## src/rtl/dac_serializer.sv

```systemverilog
`timescale 1ns/1ps
// Serialises signed PCM samples onto a left-justified three-wire DAC link,
// duplicating each sample on the left and right slots; pulls one sample per frame.
module dac_serializer #(
    parameter int unsigned width_p      = 12,
    parameter int unsigned slot_width_p = 16,
    parameter int unsigned sclk_div_p   = 4
) (
    input  logic               clk_i,
    input  logic               reset_i,
    input  logic [width_p-1:0] data_i,
    input  logic               valid_i,
    output logic               ready_o,
    output logic               sclk_o,
    output logic               lrclk_o,
    output logic               sdata_o,
    output logic               underrun_o
);

    localparam int unsigned frame_bits_lp = 2 * slot_width_p;
    localparam int unsigned bit_w_lp      = $clog2(frame_bits_lp);
    localparam int unsigned div_w_lp      = (sclk_div_p > 1) ? $clog2(sclk_div_p) : 1;

    localparam logic [bit_w_lp-1:0] bit_last_lp  = bit_w_lp'(frame_bits_lp - 1);
    localparam logic [bit_w_lp-1:0] slot_len_lp  = bit_w_lp'(slot_width_p);
    localparam logic [bit_w_lp-1:0] width_len_lp = bit_w_lp'(width_p);
    localparam logic [div_w_lp-1:0] div_last_lp  = div_w_lp'(sclk_div_p - 1);

    logic [div_w_lp-1:0] div_q, div_d;
    logic                sclk_q, sclk_d;
    logic [bit_w_lp-1:0] bit_cnt_q, bit_cnt_d;
    logic                lrclk_q, lrclk_d;
    logic                sdata_q, sdata_d;
    logic [width_p-1:0]  hold_q, hold_d;
    logic                hold_valid_q, hold_valid_d;
    logic                ready_q, ready_d;
    logic [width_p-1:0]  sample_q, sample_d;
    logic                underrun_q, underrun_d;

    logic                sclk_tc;
    logic                fall;
    logic                frame_start;
    logic                accept;
    logic [bit_w_lp-1:0] bit_nxt;
    logic [bit_w_lp-1:0] pos;
    logic [width_p-1:0]  sample_cur;
    logic [width_p-1:0]  shifted;

    // State register
    always_ff @(posedge clk_i or negedge reset_i) begin
        if (!reset_i) begin
            div_q        <= '0;
            sclk_q       <= 1'b0;
            bit_cnt_q    <= bit_last_lp;
            lrclk_q      <= 1'b1;
            sdata_q      <= 1'b0;
            hold_q       <= '0;
            hold_valid_q <= 1'b0;
            ready_q      <= 1'b1;
            sample_q     <= '0;
            underrun_q   <= 1'b0;
        end else begin
            div_q        <= div_d;
            sclk_q       <= sclk_d;
            bit_cnt_q    <= bit_cnt_d;
            lrclk_q      <= lrclk_d;
            sdata_q      <= sdata_d;
            hold_q       <= hold_d;
            hold_valid_q <= hold_valid_d;
            ready_q      <= ready_d;
            sample_q     <= sample_d;
            underrun_q   <= underrun_d;
        end
    end

    // Divider, bit counter, holding register and serial output next-state
    always_comb begin
        div_d        = div_q;
        sclk_d       = sclk_q;
        bit_cnt_d    = bit_cnt_q;
        lrclk_d      = lrclk_q;
        sdata_d      = sdata_q;
        hold_d       = hold_q;
        hold_valid_d = hold_valid_q;
        sample_d     = sample_q;
        underrun_d   = 1'b0;
        pos          = '0;
        shifted      = '0;

        sclk_tc     = (div_q == div_last_lp);
        fall        = sclk_tc & sclk_q;
        bit_nxt     = (bit_cnt_q == bit_last_lp) ? '0 : bit_cnt_q + bit_w_lp'(1);
        frame_start = fall & (bit_nxt == '0);
        accept      = valid_i & ~hold_valid_q;
        sample_cur  = sample_q;

        div_d = sclk_tc ? '0 : div_q + div_w_lp'(1);
        if (sclk_tc) begin
            sclk_d = ~sclk_q;
        end

        // An empty hold at frame start yields a silent frame; a same-cycle handshake waits a frame.
        if (frame_start) begin
            sample_cur   = hold_valid_q ? hold_q : '0;
            underrun_d   = ~hold_valid_q;
            hold_valid_d = 1'b0;
        end
        if (accept) begin
            hold_d       = data_i;
            hold_valid_d = 1'b1;
        end
        sample_d = sample_cur;

        if (fall) begin
            bit_cnt_d = bit_nxt;
            lrclk_d   = (bit_nxt >= slot_len_lp);
            pos       = lrclk_d ? bit_nxt - slot_len_lp : bit_nxt;
            shifted   = sample_cur << pos;
            sdata_d   = (pos < width_len_lp) ? shifted[width_p-1] : 1'b0;
        end

        ready_d = ~hold_valid_d;
    end

    assign ready_o    = ready_q;
    assign sclk_o     = sclk_q;
    assign lrclk_o    = lrclk_q;
    assign sdata_o    = sdata_q;
    assign underrun_o = underrun_q;

endmodule

```

## config.mk

```make
export PLATFORM = sky130hd
export DESIGN_NAME = dac_serializer
export DESIGN_NICKNAME = d
export VERILOG_FILES = /design/src/rtl/dac_serializer.sv
export SDC_FILE = /design/constraint.sdc
export NUM_CORES = 1
export LEC_CHECK = 0
export CAP_MARGIN = 0
export CORE_UTILIZATION = 30
export DETAILED_ROUTE_END_ITERATION = 8
export GPL_TIMING_DRIVEN = 0
export PLACE_DENSITY_LB_ADDON = 0.2
export SKIP_LAST_GASP = 1
export SYNTH_ARGS = -nofsm -noshare
export SYNTH_HDL_FRONTEND = slang
export SYNTH_SLANG_ARGS = --single-unit
```

## constraint.sdc

```tcl
create_clock -name clk_i -period 5.74 [get_ports clk_i]
set_input_delay 0.861 -clock clk_i [delete_from_list [all_inputs] [get_ports clk_i]]
set_output_delay 0.861 -clock clk_i [all_outputs]
set_load 0.02 [all_outputs]
```

==> impl_metrics.json, run 1 <==
{
  "cts_buffer_depth": 2,
  "synth_nets": 170,
  "start_util": 0.3215,
  "grt_pass1_wl_um": 5954,
  "power_density_nw_per_um2": 273.0,
  "setup_viol": 0,
  "dp_slack_ps": 2806,
  "critPathArrivalTime_ps": 3110,
  "num_vias": 1209,
  "fin_crit_sh": 0.5155,
  "rsz0062_at_grt": "false",
  "viasPerCell": 4.855,
  "place_inst": 241,
  "synth.area.top_cells": "dfrtp_1, dfstp_2, mux2_2, nand2_1, o21ai_1",
  "power_mw": 0.5616,
  "r2r_cells": 11,
  "final-hold-violation-count": 0,
  "hpwl_um": 2353,
  "worstMarginPinSlew_ps": 798.1,
  "drv_cap": 0,
  "synth_top_family_by_area": "simple AND/OR/NAND/NOR gates",
  "critical_path_depth": 11,
  "drt_wl_total_um": 3278,
  "report.final.slew_viol_count": 0,
  "synth_compound_area_frac": 0.1366,
  "final_nets": 196,
  "cts_sinks": 37,
  "cts_resized": 0,
  "layout-drive-gt1-share": 0.2067,
  "yosysSeqAreaShare": 0.5517,
  "area_delta_synth_final_pct": 21.42,
  "synthFlopType": "dfrtp_1",
  "path_delay_family": "simple AND/OR/NAND/NOR gates",
  "fin_area_sq_um": 2057,
  "yosysMostFrequentCell": "dfrtp_1",
  "grt_max_degree": 38,
  "ys_warn_count": 0,
  "fp.dieW_um": 77.15,
  "port_buffers": 19,
  "synth.distinct_cells": 40,
  "synthArstFlopShare": 1.000,
  "rr_startpoint": "bit_cnt_q[0]",
  "critPathRequiredTime_ps": 5890,
  "fin_ws_ps": 2781,
  "clk_pin_slew_worst_paths_ps": 70,
  "status": "finished clean",
  "crit_buf_inv": 1,
  "syn_avg_cell_area_sq_um": 11.15,
  "syn-cell-area_sq_um": 1694,
  "post_cts_buffers": 0,
  "crit_type": "flip-flop to flip-flop",
  "fin_crit_ps": 2959,
  "synthAdderAreaFrac": 0.02216,
  "htreeDepth": 2,
  "core-area_sq_um": 5270,
  "ios": 20,
  "r2r-end": "sdata_o",
  "endpoint": "sdata_o",
  "synth_top_area_frac": 0.4431,
  "max_slew_margin": 0.4680,
  "diodes": 0,
  "fin_setup_tns_ps": 0,
  "cts_made_buffers": 5,
  "critPathLaunch": "bit_cnt_q[0]",
  "fin_cells": 249,
  "drc_errors": 0,
  "antenna_found_initial": 0,
  "grt-ovfl-total": 0,
  "die_h_um": 77.15,
  "postPlaceCellArea_sq_um": 1967,
  "start_kind": "flip-flop",
  "cts_tree": "done",
  "synth_xor_xnor_area_share": 0.01034,
  "cellLeakagePower_nw": 0.8943,
  "ys_ff_latch": 37,
  "dieArea_sq_um": 5951,
  "synth_edf_count": 0,
  "drt_first_pass_iters": 4,
  "crit_path_top_delay_cell": "dfstp_2",
  "crit_top_cell": "ha_1",
  "rows": 26,
  "cts-hold-fix-buffers": 0,
  "clock_latency_ps": 290,
  "place_congestion": 0.7909,
  "fin_skew_ps": 5.648,
  "irDropWorstVdd_uv": 128.2,
  "worstHoldPathType": "flip-flop to flip-flop",
  "postSynthCellCount": 152,
  "cts-root-buf": "clkbuf_8",
  "n_fill_cell": 538,
  "wl_per_cell_um": 13.16,
  "grt_pass1_vias": 1201,
  "critPathMaxFanout": 10,
  "synthMuxAreaShare": 0.1012,
  "cpPeakStageDelay_ps": 570,
  "rrSetupSlack_ps": 2780,
  "drtIter0Drc": 68,
  "endpoint_kind": "flip-flop",
  "synth_top_area_cell": "dfrtp_1",
  "track_usage": 0.1284,
  "cp_cell_sequence": "ha_1 -> and3_1 -> ha_1 -> nand4b_1 -> nor2_2 -> buf_4 -> a21boi_1 -> a31oi_1 -> a211oi_1 -> nor4_1 -> o311ai_1",
  "netlist_top_cells_count": "dfrtp_1, nand2_1, mux2_2",
  "fmax_ghz": 0.3379,
  "yosys.area_share.simple": 0.1448,
  "ant_nets": 0
}
-- report_power, final --
| group | switching [mW] | internal (mW) |
|---|---|---|
| clock | 0.0876 | 0.0979 |
| sequential | 0.0211 | 0.296 |
| combinational | 0.0221 | 0.0375 |
| total | 0.131 | 0.431 |
-- metrics by stage --
stage / utilization / hold slack, ps
floorplan: - / 403.1
global placement: 0.3742 / 413.5
detailed placement: 0.3732 / 424.8
CTS: 0.3903 / 434.3
global route: 0.3903 / 443.5
finish: 0.3903 / 427.1
-- cell usage in the layout, fill, tap and decap left out, drive strengths merged, types with 3 or more instances in the layout --
cell type	synthesis	routed
nor2b	3	3
a21boi	3	3
mux2	14	14
nand4	3	3
dfrtp	30	30
nand3	5	5
ha	3	3
buf	3	4
dfstp	7	7
inv	4	4
clkdlybuf4s50	0	18
clkbuf	4	12
nand2	23	23
nor2	9	9
o21ai	13	13
-- cell families after synthesis --
| kind of cell | after synthesis |
|---|---|
| compound gates | 33 |
| xor+xnor | 2 |
| fa+ha+maj | 3 |
| buf+inv | 11 |
| flops | 37 |
| mux | 15 |
| simple gates | 51 |
-- how the worst min path moves through the flow --
stage | cells after the start | end | slack [ps] | startpoint
4_1_cts | 1 | div_q[0] | 430 | div_q[0]
6_report | 1 | div_q[0] | 430 | div_q[0]
3_5_place_dp | 1 | div_q[0] | 420 | div_q[0]
3_3_place_gp | 1 | div_q[0] | 410 | div_q[0]
2_1_floorplan | 1 | div_q[0] | 400 | div_q[0]
5_1_grt | 1 | div_q[0] | 440 | div_q[0]
-- sequential cells by signal, summed over array words and instances, names as in the netlist --
signal	count
hold_valid_q	1
sclk_o	1
underrun_o	1
hold_q	12
sdata_o	1
sample_q	12
bit_cnt_q	5
lrclk_o	1
div_q	2
ready_o	1
-- area by class of cell --
class | count | area, sq um | area share
Buffer | 7 | 41.29 | 0.02007
Clock buffer | 8 | 90.09 | 0.04380
Inverter | 4 | 15.01 | 0.007299
Multi-Input combinational cell | 104 | 703.2 | 0.3418
Sequential cell | 37 | 934.6 | 0.4544
Tap cell | 70 | 87.58 | 0.04258
Timing Repair Buffer | 19 | 185.2 | 0.09002
-- layer usage --
layer	routed length, um	global-route usage	up-vias
li1	-	-	599
met1	1581	0.1668	576
met2	1484	0.1947	27
met3	142	0.04048	7
met4	69	0.05660	0
met5	0	0	-
Note: power is estimated with default switching activity, not from simulation.
==> run 2: changes to the inputs <==
- clock period: 5.74 -> 2.7 ns (I/O delays scaled with it)
==> impl_metrics.json, run 2 (synthesized netlist as in run 1, its figures left out) <==
{
  "status": "complete, but fails checks",
  "violations": "negative setup slack",
  "clk_pin_slew_worst_paths_ps": 70,
  "clock_latency_ps": 290,
  "worstHoldPathType": "input pin to async pin",
  "grt_pass1_vias": 1222,
  "drtIter0Drc": 72,
  "crit_top_cell": "ha_4",
  "num_vias": 1229,
  "crit_path_top_delay_cell": "dfstp_2",
  "path_delay_family": "simple AND/OR/NAND/NOR gates",
  "place_congestion": 0.7909,
  "antenna_found_initial": 0,
  "cts_made_buffers": 5,
  "dieArea_sq_um": 5951,
  "crit_type": "flip-flop to flip-flop",
  "diodes": 0,
  "drt_first_pass_iters": 4,
  "grt-ovfl-total": 0,
  "cp_cell_sequence": "ha_4 -> and3_4 -> ha_4 -> nand4b_1 -> nor2_4 -> buf_6 -> a21boi_2 -> a31o_1 -> o211a_1 -> nor4_4 -> o311ai_1",
  "place_inst": 241,
  "htreeDepth": 2,
  "cts-hold-fix-buffers": 0,
  "n_fill_cell": 524,
  "fin_setup_tns_ps": -7.578,
  "critPathRequiredTime_ps": 2860,
  "drv_cap": 0,
  "wl_per_cell_um": 13.32,
  "top_regs": "hold_q: 12 flops, sample_q: 12 flops, bit_cnt_q: 5 flops",
  "endpoint_kind": "flip-flop",
  "final_cell_mix": "dfrtp_1, nand2_1, clkdlybuf4s50_1",
  "power_switching_share": 0.2328,
  "rsz0062_at_grt": "true",
  "drc_errors": 0,
  "cts_buffer_depth": 2,
  "core-area_sq_um": 5270,
  "die_h_um": 77.15,
  "final_nets": 200,
  "final-hold-violation-count": 0,
  "fp.dieW_um": 77.15,
  "power_frac_comb": 0.106,
  "cpPeakStageDelay_ps": 560,
  "final_common_cell": "dfrtp_1",
  "fmax_ghz": 0.3693,
  "area_delta_synth_final_pct": 28.21,
  "fin_skew_ps": 6.681,
  "grt_pass1_wl_um": 6016,
  "cts-root-buf": "clkbuf_8",
  "drt_wl_total_um": 3371,
  "grt_max_degree": 38,
  "track_usage": 0.1297,
  "fin_crit_sh": 1.003,
  "power_frac_seq": 0.563,
  "viasPerCell": 4.858,
  "critPathMaxFanout": 3,
  "report.final.slew_viol_count": 0,
  "power_density_nw_per_um2": 549.7,
  "start_util": 0.3215,
  "clockPowerShare": 0.330,
  "port_buffers": 19,
  "cts_sinks": 37,
  "hpwl_um": 2353,
  "max_slew_margin": 0.4620,
  "fin_crit_ps": 2708,
  "ios": 20,
  "rrSetupSlack_ps": -8,
  "p_int_mw": 0.9160,
  "cts_tree": "done",
  "cellLeakagePower_nw": 0.9283,
  "fin_cells": 253,
  "layout-drive-gt1-share": 0.2787,
  "whs_ps": 199.5,
  "setup_viol": 1,
  "switchingPower_mw": 0.2779,
  "ant_nets": 0,
  "worstMarginPinSlew_ps": 807.0,
  "critPathArrivalTime_ps": 2860,
  "start_kind": "flip-flop",
  "rows": 26,
  "fin_ws_ps": -7.578,
  "irDropWorstVdd_uv": 269.6,
  "crit_buf_inv": 1
}
## run 2: cell types whose count changed in the layout (fill, tap and decap cells not counted), sizes merged
cell,change
buf,+4
## run 2: what timing repair did
action | CTS | global route
setup endpoints to repair | 1 | 1
gates cloned | 0 | 0
buffers inserted | 4 | 0
pin swaps | 3 | 7
resized for setup | 6 | 11
## run 2: stage by stage
stage,area (sq um),power (mW),setup slack (ps),util
2_1_floorplan,1694,0.7510,196.5,-
3_3_place_gp,1972,0.8058,-228.5,0.3742
3_5_place_dp,1967,0.8140,-234.2,0.3732
4_1_cts,2121,1.211,-1.368,0.4024
5_1_grt,2172,1.253,-138.4,0.4122
6_report,2172,1.194,-7.578,0.4122
## run 2: worst reg2reg max path, delay by kind of cell (launching register included)
family	cells	cell delay (ps)
AOI/OAI and AO/OA	4	630
adders and majority gates	2	340
buffers and inverters	1	110
DFF	1	560
and+or+nand+nor	4	930
## run 2: final timing paths
kind	start	end	cells past startpoint
worst min register to register	div_q[0]	div_q[0]	1
max in group asynchronous	reset_i	sample_q[10]	1
worst max register to register	bit_cnt_q[1]	sdata_o	11
worst min-delay path	reset_i	hold_q[0]	1
worst max-delay path	bit_cnt_q[1]	sdata_o	11
min in group clk_i	div_q[0]	div_q[0]	1
## run 2: final cells by class
cell class,count,area [sq um],area share
flip-flops and latches,37,934.6,0.4303
multi-input cells,104,780.7,0.3594
repair buffers,23,219.0,0.1008
clock buffers,8,90.09,0.04147
well taps,70,87.58,0.04032
plain buffers,7,45.04,0.02074
inverters,4,15.01,0.006912
## run 2: layer usage
layer	up-vias	GRT usage	wire length [um]
li1	604	-	-
met1	599	0.1668	1587
met2	20	0.1991	1586
met3	6	0.04048	131
met4	0	0.05660	66
met5	-	0	0
## run 2: power groups by stage
stage               Combinational, mW  Sequential, mW  Clock, mW
global placement                0.127           0.679          0
floorplan                      0.0844           0.667          0
global route                    0.144           0.682      0.427
finish                          0.127           0.673      0.394
detailed placement              0.130           0.684          0
CTS                             0.131           0.674      0.406
